## config.mk

```make
export PLATFORM = sky130hd
export DESIGN_NAME = cobra_core_p
export DESIGN_NICKNAME = d
export VERILOG_FILES = /design/src/rtl/cobra_core_p.sv
export SDC_FILE = /design/constraint.sdc
export NUM_CORES = 2
export LEC_CHECK = 0
export CAP_MARGIN = 20
export CORE_ASPECT_RATIO = 0.8
export CORE_MARGIN = 10
export CORE_UTILIZATION = 55
export DETAILED_ROUTE_END_ITERATION = 16
export PLACE_DENSITY = 0.72
export SLEW_MARGIN = 10
export SYNTH_ARGS = -nofsm -noshare
export SYNTH_HDL_FRONTEND = slang
export SYNTH_SLANG_ARGS = --single-unit
export TNS_END_PERCENT = 10
```

## constraint.sdc

```tcl
create_clock -name clk -period 13.8 [get_ports clk]
set_clock_uncertainty 0.05 [all_clocks]
set_input_delay 4.14 -clock clk [delete_from_list [all_inputs] [get_ports clk]]
set_output_delay 4.14 -clock clk [all_outputs]
set_load 0.03 [all_outputs]
```

## src/rtl/cobra_core_p.sv

```systemverilog
// cobra_core_p: single-cycle accumulator-free RISC core with a 32-entry
// register file, ALU, compare-and-branch, blocking input port and a HALT state.
module cobra_core_p #(
  parameter int WIDTH   = 32,
  parameter int PC_W    = 8,
  parameter int OUT_REG = 1
) (
  input  logic             clk,
  input  logic             rst,
  output logic [PC_W-1:0]  instr_addr,
  input  logic [31:0]      instr,
  input  logic [WIDTH-1:0] in_data,
  input  logic             in_valid,
  output logic             in_ready,
  output logic [WIDTH-1:0] out_data,
  output logic             out_valid,
  output logic [PC_W-1:0]  pc_dbg,
  output logic             halted
);

  localparam int SH_W = (WIDTH > 1) ? $clog2(WIDTH) : 1;

  localparam logic [4:0] OP_ADD  = 5'b00000;
  localparam logic [4:0] OP_SUB  = 5'b01000;
  localparam logic [4:0] OP_SLL  = 5'b00001;
  localparam logic [4:0] OP_SLT  = 5'b00010;
  localparam logic [4:0] OP_SLTU = 5'b00011;
  localparam logic [4:0] OP_XOR  = 5'b00100;
  localparam logic [4:0] OP_SRL  = 5'b00101;
  localparam logic [4:0] OP_SRA  = 5'b01101;
  localparam logic [4:0] OP_OR   = 5'b00110;
  localparam logic [4:0] OP_AND  = 5'b00111;
  localparam logic [4:0] OP_EQ   = 5'b11000;
  localparam logic [4:0] OP_NE   = 5'b11001;
  localparam logic [4:0] OP_LT   = 5'b11100;
  localparam logic [4:0] OP_GE   = 5'b11101;
  localparam logic [4:0] OP_LTU  = 5'b11110;
  localparam logic [4:0] OP_GEU  = 5'b11111;

  localparam logic [1:0] WS_CONST = 2'b00;
  localparam logic [1:0] WS_ALU   = 2'b01;
  localparam logic [1:0] WS_IN    = 2'b10;
  localparam logic [1:0] WS_HALT  = 2'b11;

  typedef enum logic {ST_RUN, ST_HALT} state_t;

  state_t             state, state_next;
  logic [PC_W-1:0]    pc, pc_next;
  logic [WIDTH-1:0]   regs [32];

  // Decoded instruction fields
  logic               f_j, f_b;
  logic [1:0]         f_ws;
  logic [4:0]         f_op, f_ra1, f_ra2, f_wa;
  logic [7:0]         f_off;
  logic [WIDTH-1:0]   const_ext;
  logic [PC_W-1:0]    br_off;

  logic [WIDTH-1:0]   op_a, op_b, alu_res, wr_data;
  logic [SH_W-1:0]    sh;
  logic               flag;
  logic               run_en, plain, in_instr, stall, halt_instr, wr_en;

  assign f_j   = instr[31];
  assign f_b   = instr[30];
  assign f_ws  = instr[29:28];
  assign f_op  = instr[27:23];
  assign f_ra1 = instr[22:18];
  assign f_ra2 = instr[17:13];
  assign f_off = instr[12:5];
  assign f_wa  = instr[4:0];

  assign const_ext = WIDTH'($signed(instr[27:5]));
  assign br_off    = PC_W'($signed({f_off, 2'b00}));

  assign op_a = (f_ra1 == 5'd0) ? '0 : regs[f_ra1];
  assign op_b = (f_ra2 == 5'd0) ? '0 : regs[f_ra2];
  assign sh   = op_b[SH_W-1:0];

  assign instr_addr = pc;
  assign pc_dbg     = pc;
  assign out_data   = regs[OUT_REG];

  // ALU result and branch flag from the two register operands
  always_comb begin
    alu_res = '0;
    flag    = 1'b0;
    case (f_op)
      OP_ADD:  alu_res = op_a + op_b;
      OP_SUB:  alu_res = op_a - op_b;
      OP_SLL:  alu_res = op_a << sh;
      OP_SLT:  alu_res = WIDTH'($signed(op_a) < $signed(op_b));
      OP_SLTU: alu_res = WIDTH'(op_a < op_b);
      OP_XOR:  alu_res = op_a ^ op_b;
      OP_SRL:  alu_res = op_a >> sh;
      OP_SRA:  alu_res = $signed(op_a) >>> sh;
      OP_OR:   alu_res = op_a | op_b;
      OP_AND:  alu_res = op_a & op_b;
      OP_EQ:   flag = (op_a == op_b);
      OP_NE:   flag = (op_a != op_b);
      OP_LT:   flag = ($signed(op_a) < $signed(op_b));
      OP_GE:   flag = ($signed(op_a) >= $signed(op_b));
      OP_LTU:  flag = (op_a < op_b);
      OP_GEU:  flag = (op_a >= op_b);
      default: begin
        alu_res = '0;
        flag    = 1'b0;
      end
    endcase
  end

  // Write-back source selection
  always_comb begin
    wr_data = '0;
    case (f_ws)
      WS_CONST: wr_data = const_ext;
      WS_ALU:   wr_data = alu_res;
      WS_IN:    wr_data = in_data;
      default:  wr_data = '0;
    endcase
  end

  // Instruction classification; jumps and branches never write or stall
  assign plain      = !f_j && !f_b;
  assign in_instr   = run_en && plain && (f_ws == WS_IN);
  assign stall      = in_instr && !in_valid;
  assign halt_instr = run_en && plain && (f_ws == WS_HALT);
  assign wr_en      = run_en && plain && (f_ws != WS_HALT) && !stall;

  // FSM state register
  always_ff @(posedge clk) begin
    if (rst) state <= ST_RUN;
    else     state <= state_next;
  end

  // FSM next state: HALT is absorbing until reset
  always_comb begin
    state_next = state;
    case (state)
      ST_RUN:  if (halt_instr) state_next = ST_HALT;
      ST_HALT: state_next = ST_HALT;
      default: state_next = ST_RUN;
    endcase
  end

  // FSM outputs, forced inactive while reset is asserted
  always_comb begin
    run_en   = 1'b0;
    halted   = 1'b0;
    in_ready = 1'b0;
    case (state)
      ST_RUN: begin
        run_en   = !rst;
        in_ready = !rst && plain && (f_ws == WS_IN) && in_valid;
      end
      ST_HALT: halted = !rst;
      default: run_en = 1'b0;
    endcase
  end

  // Next PC: jump, taken branch, hold on stall/halt, otherwise sequential
  always_comb begin
    pc_next = pc;
    if (run_en) begin
      if (f_j)                       pc_next = pc + br_off;
      else if (f_b)                  pc_next = flag ? (pc + br_off) : (pc + PC_W'(4));
      else if (halt_instr || stall)  pc_next = pc;
      else                           pc_next = pc + PC_W'(4);
    end
  end

  // PC register
  always_ff @(posedge clk) begin
    if (rst) pc <= '0;
    else     pc <= pc_next;
  end

  // Register file write port; x0 stays zero
  always_ff @(posedge clk) begin
    if (rst) begin
      for (int i = 0; i < 32; i++) regs[i] <= '0;
    end else if (wr_en && (f_wa != 5'd0)) begin
      regs[f_wa] <= wr_data;
    end
  end

  // Pulse out_valid the cycle after any write to the mirrored register
  always_ff @(posedge clk) begin
    if (rst) out_valid <= 1'b0;
    else     out_valid <= wr_en && (f_wa == 5'(OUT_REG));
  end

endmodule

```

# After elaboration in Yosys (flattened, before gate mapping)
# Memories as Yosys holds them, arrays and structs flattened.
# Cells that the tools add are included.
# classes
shifts,3
eq_ne,23
n_addsub,4
muxes,22
n_bitwise,4
n_reduce_logical,25
order_cmp,4
# op_table
operator,count
32-bit case mux with 10 select lines,1
32-bit two-way mux,3
32-bit case mux with 3 select lines,1
32-bit greater-or-equal comparator,2
32-bit < comparator,2
32-bit adder,1
32-bit bitwise AND,1
32-bit == test,1
8-bit two-way mux,4
32-bit inequality test,1
32-bit OR,1
32-bit OR reduction,1
32-bit by 5-bit << shifter with 32-bit output,1
32-bit by 5-bit right shift with 32-bit output,1
32-bit by 5-bit >>> shifter with 32-bit output,1
32-bit subtractor,1
32-bit bitwise XOR,1
5-bit == test (second input constant),6
5-bit by 3-bit == test with 1-bit output (second input constant),4
5-bit zero test,3
1-bit logical AND,12
5-bit by 1-bit == test with 1-bit output (second input constant),2
5-bit by 2-bit == test with 1-bit output (second input constant),2
5-bit by 4-bit == test with 1-bit output (second input constant),2
16 further kinds,30
# totals
ff_bits,10
ramBits,1024
in_bits,67
n_memories,1
# memory_table
name,depth,word_bits,read_ports,rd_clocked_by_memory_dff,write_ports,line,text
regs,32,32,3,0,32,49,logic [WIDTH-1:0] regs [32];

# Logic depth before layout (Yosys ltp)
# logic_depth
depth_word,13
depth_mapped,25
ltp_nobuf,17

# Worst setup path after synthesis
# Ideal clock, no wire load.
# synth_path
path_type,input port to flip-flop
start,in instr[13]
end,"mem regs[10][30], data pin"
setup_time_ns,0.277
t_arrival_ns,10.215
path_slack_ns,3.258
path_stages,24
cell_sequence,buf_4 -> buf_6 -> buf_6 -> buf_4 -> clkbuf_1 -> buf_1 -> buf_1 -> mux4_2 -> mux4_2 -> nand2_1 -> a21o_1 -> ha_1 -> clkbuf_1 -> and4_1 -> and2_1 -> a221o_1 -> or4_1 -> nor3b_1 -> a41o_1 -> a31oi_1 -> mux2i_1 -> nand2_1 -> clkbuf_1 -> a21oi_2
# synth_lines
item,line,text
from (decl),11,"input logic [31:0] instr,"
to (decl),49,

==> results.cfg <==
[placed_design]
gp_congestion = 1.06
placed_area_sq_mm = 0.0690
hpwl_mm = 186
dp.cells = 6889
io_buffers = 113

[synth]
syn_area_sq_mm = 0.0665
synth_top_area_share_pct = 46.3
synth_area_leaders = edfxtp_1 (46%), mux4_2 (18%), mux2i_1 (4.2%)
yosys_warnings = 0
yosys_register_bits = 1032
synthArstFlopShare_pct = 0
synth.distinct_cells = 110
synth_area_leader_cell = edfxtp_1
seq_area_frac_synth_pct = 46.5
synth_ff_type = edfxtp_1
synth_edf_count = 1024
syn_area_per_cell_sq_um = 12.1
synthCells = 5509

[critical_path]
path_class = in2reg
slowest_stage = nor2b_2
crit_required_ns = 14.18
endpoint_kind = flop
arrival_ns = 11.48
cpPeakStageDelay_ns = 0.95
startpoint_type = primary input
cp_max_fo = 60
path_cells = clkbuf_8, buf_4, nor2b_2, a22oi_1, a211o_1, o21ai_1, buf_4, inv_1, ha_1, fa_1, o21bai_1, a21oi_1, nor3_1, o21ai_0, nand2_1, a31oi_1, mux2i_1, nand3_1, o41ai_4, a21oi_1

[die]
initial_core_util_pct = 55.7
rows = 113
design.die.area_sq_mm = 0.135
die_w_um = 409
fp.dieH_um = 331
io_pins = 118
core_sq_mm = 0.119

[finish]
area_delta_synth_final_pct = 8.92
fin_nets = 5564
mostFrequentLayoutCells = edfxtp_1 (1024), mux4_2 (530), nand2_1 (496)
nFillCells = 9373
utilization_pct = 60.7
drive_gt1_share_pct = 21.2
fin_cells = 7091
seq_area_sq_mm = 0.0309
final_common_cell = edfxtp_1
fin_area_sq_mm = 0.0724
multi_input_area_sq_mm = 0.0328

[timing]
whs_ns = 0.450
tightest_slew_ns = 1.27
fmax_mhz = 90.1
setup_viol = 0
rsz0062_at_grt = false
period_needed_ns = 11.10
slew_violations = 0
timing.final.crit_share_pct = 80.4
hold_viol = 0
timing.setup.tns_ns = 0
relSlewSlack_pct = 15.0

[hold_path]
worstHoldPathType = reg2reg

[power]
clkPwrFrac_pct = 32.5
p_int_mw = 5.85
power_switching_mw = 2.93
p_comb_share_pct = 26.1
irDropWorstVdd_v = 0.000115
power_density_mw_per_mm2 = 121
power_frac_seq_pct = 41.4
swShare_pct = 33.3
p_leak_nw = 24.6

[status]
status = finished, final reports clean

[clocking]
cts-root-buf = clkbuf_16
clk_latency_ns = 0.76
path_clk_slew_ns = 0.07
tritoncts = yes
cts_setup_buffers = 0
cts.sinks = 1032
cts-hold-fix-buffers = 0
htreeDepth = 3
post_cts_resized = 0
cts_buffer_depth = 3
cts-buffers-inserted = 101

[global_routing]
grt_overflow = 0
antenna_found_initial = 8
grt_pass1_vias = 52900
grt_util_all_layers_pct = 41.1
grt_max_degree = 109
grt_pass1_wl_mm = 397

[routing]
drc = 0
drtIter0Drc = 11400
wl_per_cell_um = 40.3
dr.pass1.iters = 9
ant_nets = 0
num_vias = 55800
viasPerCell = 7.87
drt-total-wl_mm = 286

[flow_run]
cap_viol_max_count = 0
## metrics by stage
step                      worst slack [ns]  power [mW]
after floorplan                       3.26        5.07
after global placement                2.47        5.83
after detailed placement              2.41        5.84
after CTS                             3.12        8.62
after global routing                  2.70        8.92
final                                 2.70        8.77
## worst max-delay path, delay by kind of cell
| kind | cells | cell delay (ns) |
|---|---|---|
| fa+ha+maj | 2 | 0.75 |
| buf+inv | 4 | 1.11 |
| mux | 1 | 0.23 |
| compound gates | 9 | 2.60 |
| simple gates | 4 | 2.53 |
## synth_stat cells (all sizes together) (9+ instances only)
cell type and n:
nor2 411, o22a 18, a211o 19, a2111oi 14, nand2b 50, mux2 23, a211oi 84, nand4 32
a31oi 29, clkinv 9, nor2b 35, nand3b 9, o21bai 14, o31ai 15, and3 28, a22oi 46
mux4 536, nor3 386, a22o 16, a21o 64, a21oi 513, xnor2 13, a221oi 20, o21ai 103
and2 28, clkbuf 341, o22ai 47, inv 98, or3 15, o221ai 28, o21a 11, a221o 9
o211ai 22, mux2i 285, edfxtp 1024, nor4 51, o31a 14, nand2 500, nand3 55, ha 104
buf 258
## flip-flops by register name (all words and copies together) (netlist names)
name,count
regs,1024
state,1
instr_addr,6
out_valid,1
## logic make-up (layout without fill, tap and decap cells)
logic type | Yosys count | in the layout | synth area share (%)
buffers and inverters | 706 | 638 | 5.11
and+or+nand+nor | 1630 | 1630 | 11.5
muxes | 844 | 844 | 22.9
adders and majority gates | 107 | 107 | 2.05
DFF | 1032 | 1032 | 46.5
xor gates and xnor gates | 21 | 21 | 0.277
other | 1 | 41 | 0.00564
AOI/OAI and AO/OA | 1168 | 1168 | 11.7
## final timing paths
path | start | slack (ns) | end | depth (start not counted)
setup / recovery | instr[20] | 2.70 | regs[15][20] | 20
hold / removal | instr_addr[7] | 0.45 | instr_addr[7] | 1
setup reg to reg | regs[1][6] | 6.87 | regs[15][20] | 15
hold reg to reg | instr_addr[7] | 0.45 | instr_addr[7] | 1
## power groups by stage
| stage | logic (mW) | clock network (mW) | registers (mW) |
|---|---|---|---|
| floorplan | 1.40 | 0 | 3.67 |
| global placement | 2.15 | 0 | 3.68 |
| detailed placement | 2.15 | 0 | 3.69 |
| CTS | 2.16 | 2.83 | 3.63 |
| global route | 2.33 | 2.96 | 3.64 |
| finish | 2.29 | 2.85 | 3.63 |
## layer usage
metal / vias up / part of all wire, % / global-route usage, %
met2: 6139 / 40 / 55.4
met4: 14 / 7.1 / 23.1
met1: 27100 / 34 / 53.6
met3: 1245 / 19 / 20.2
li1: 21300 / - / -
met5: - / 0.082 / 0.914
## layout make-up
type | count | share of cell area [%]
Clock inverter | 66 | 0.949
Inverter | 107 | 0.560
Clock buffer | 123 | 3.63
Timing Repair Buffer | 342 | 4.07
Sequential cell | 1032 | 42.7
Antenna cell | 5 | 0.0173
Multi-Input combinational cell | 3806 | 45.3
Tap cell | 1610 | 2.78
Note: power is estimated with default switching activity, not from simulation.
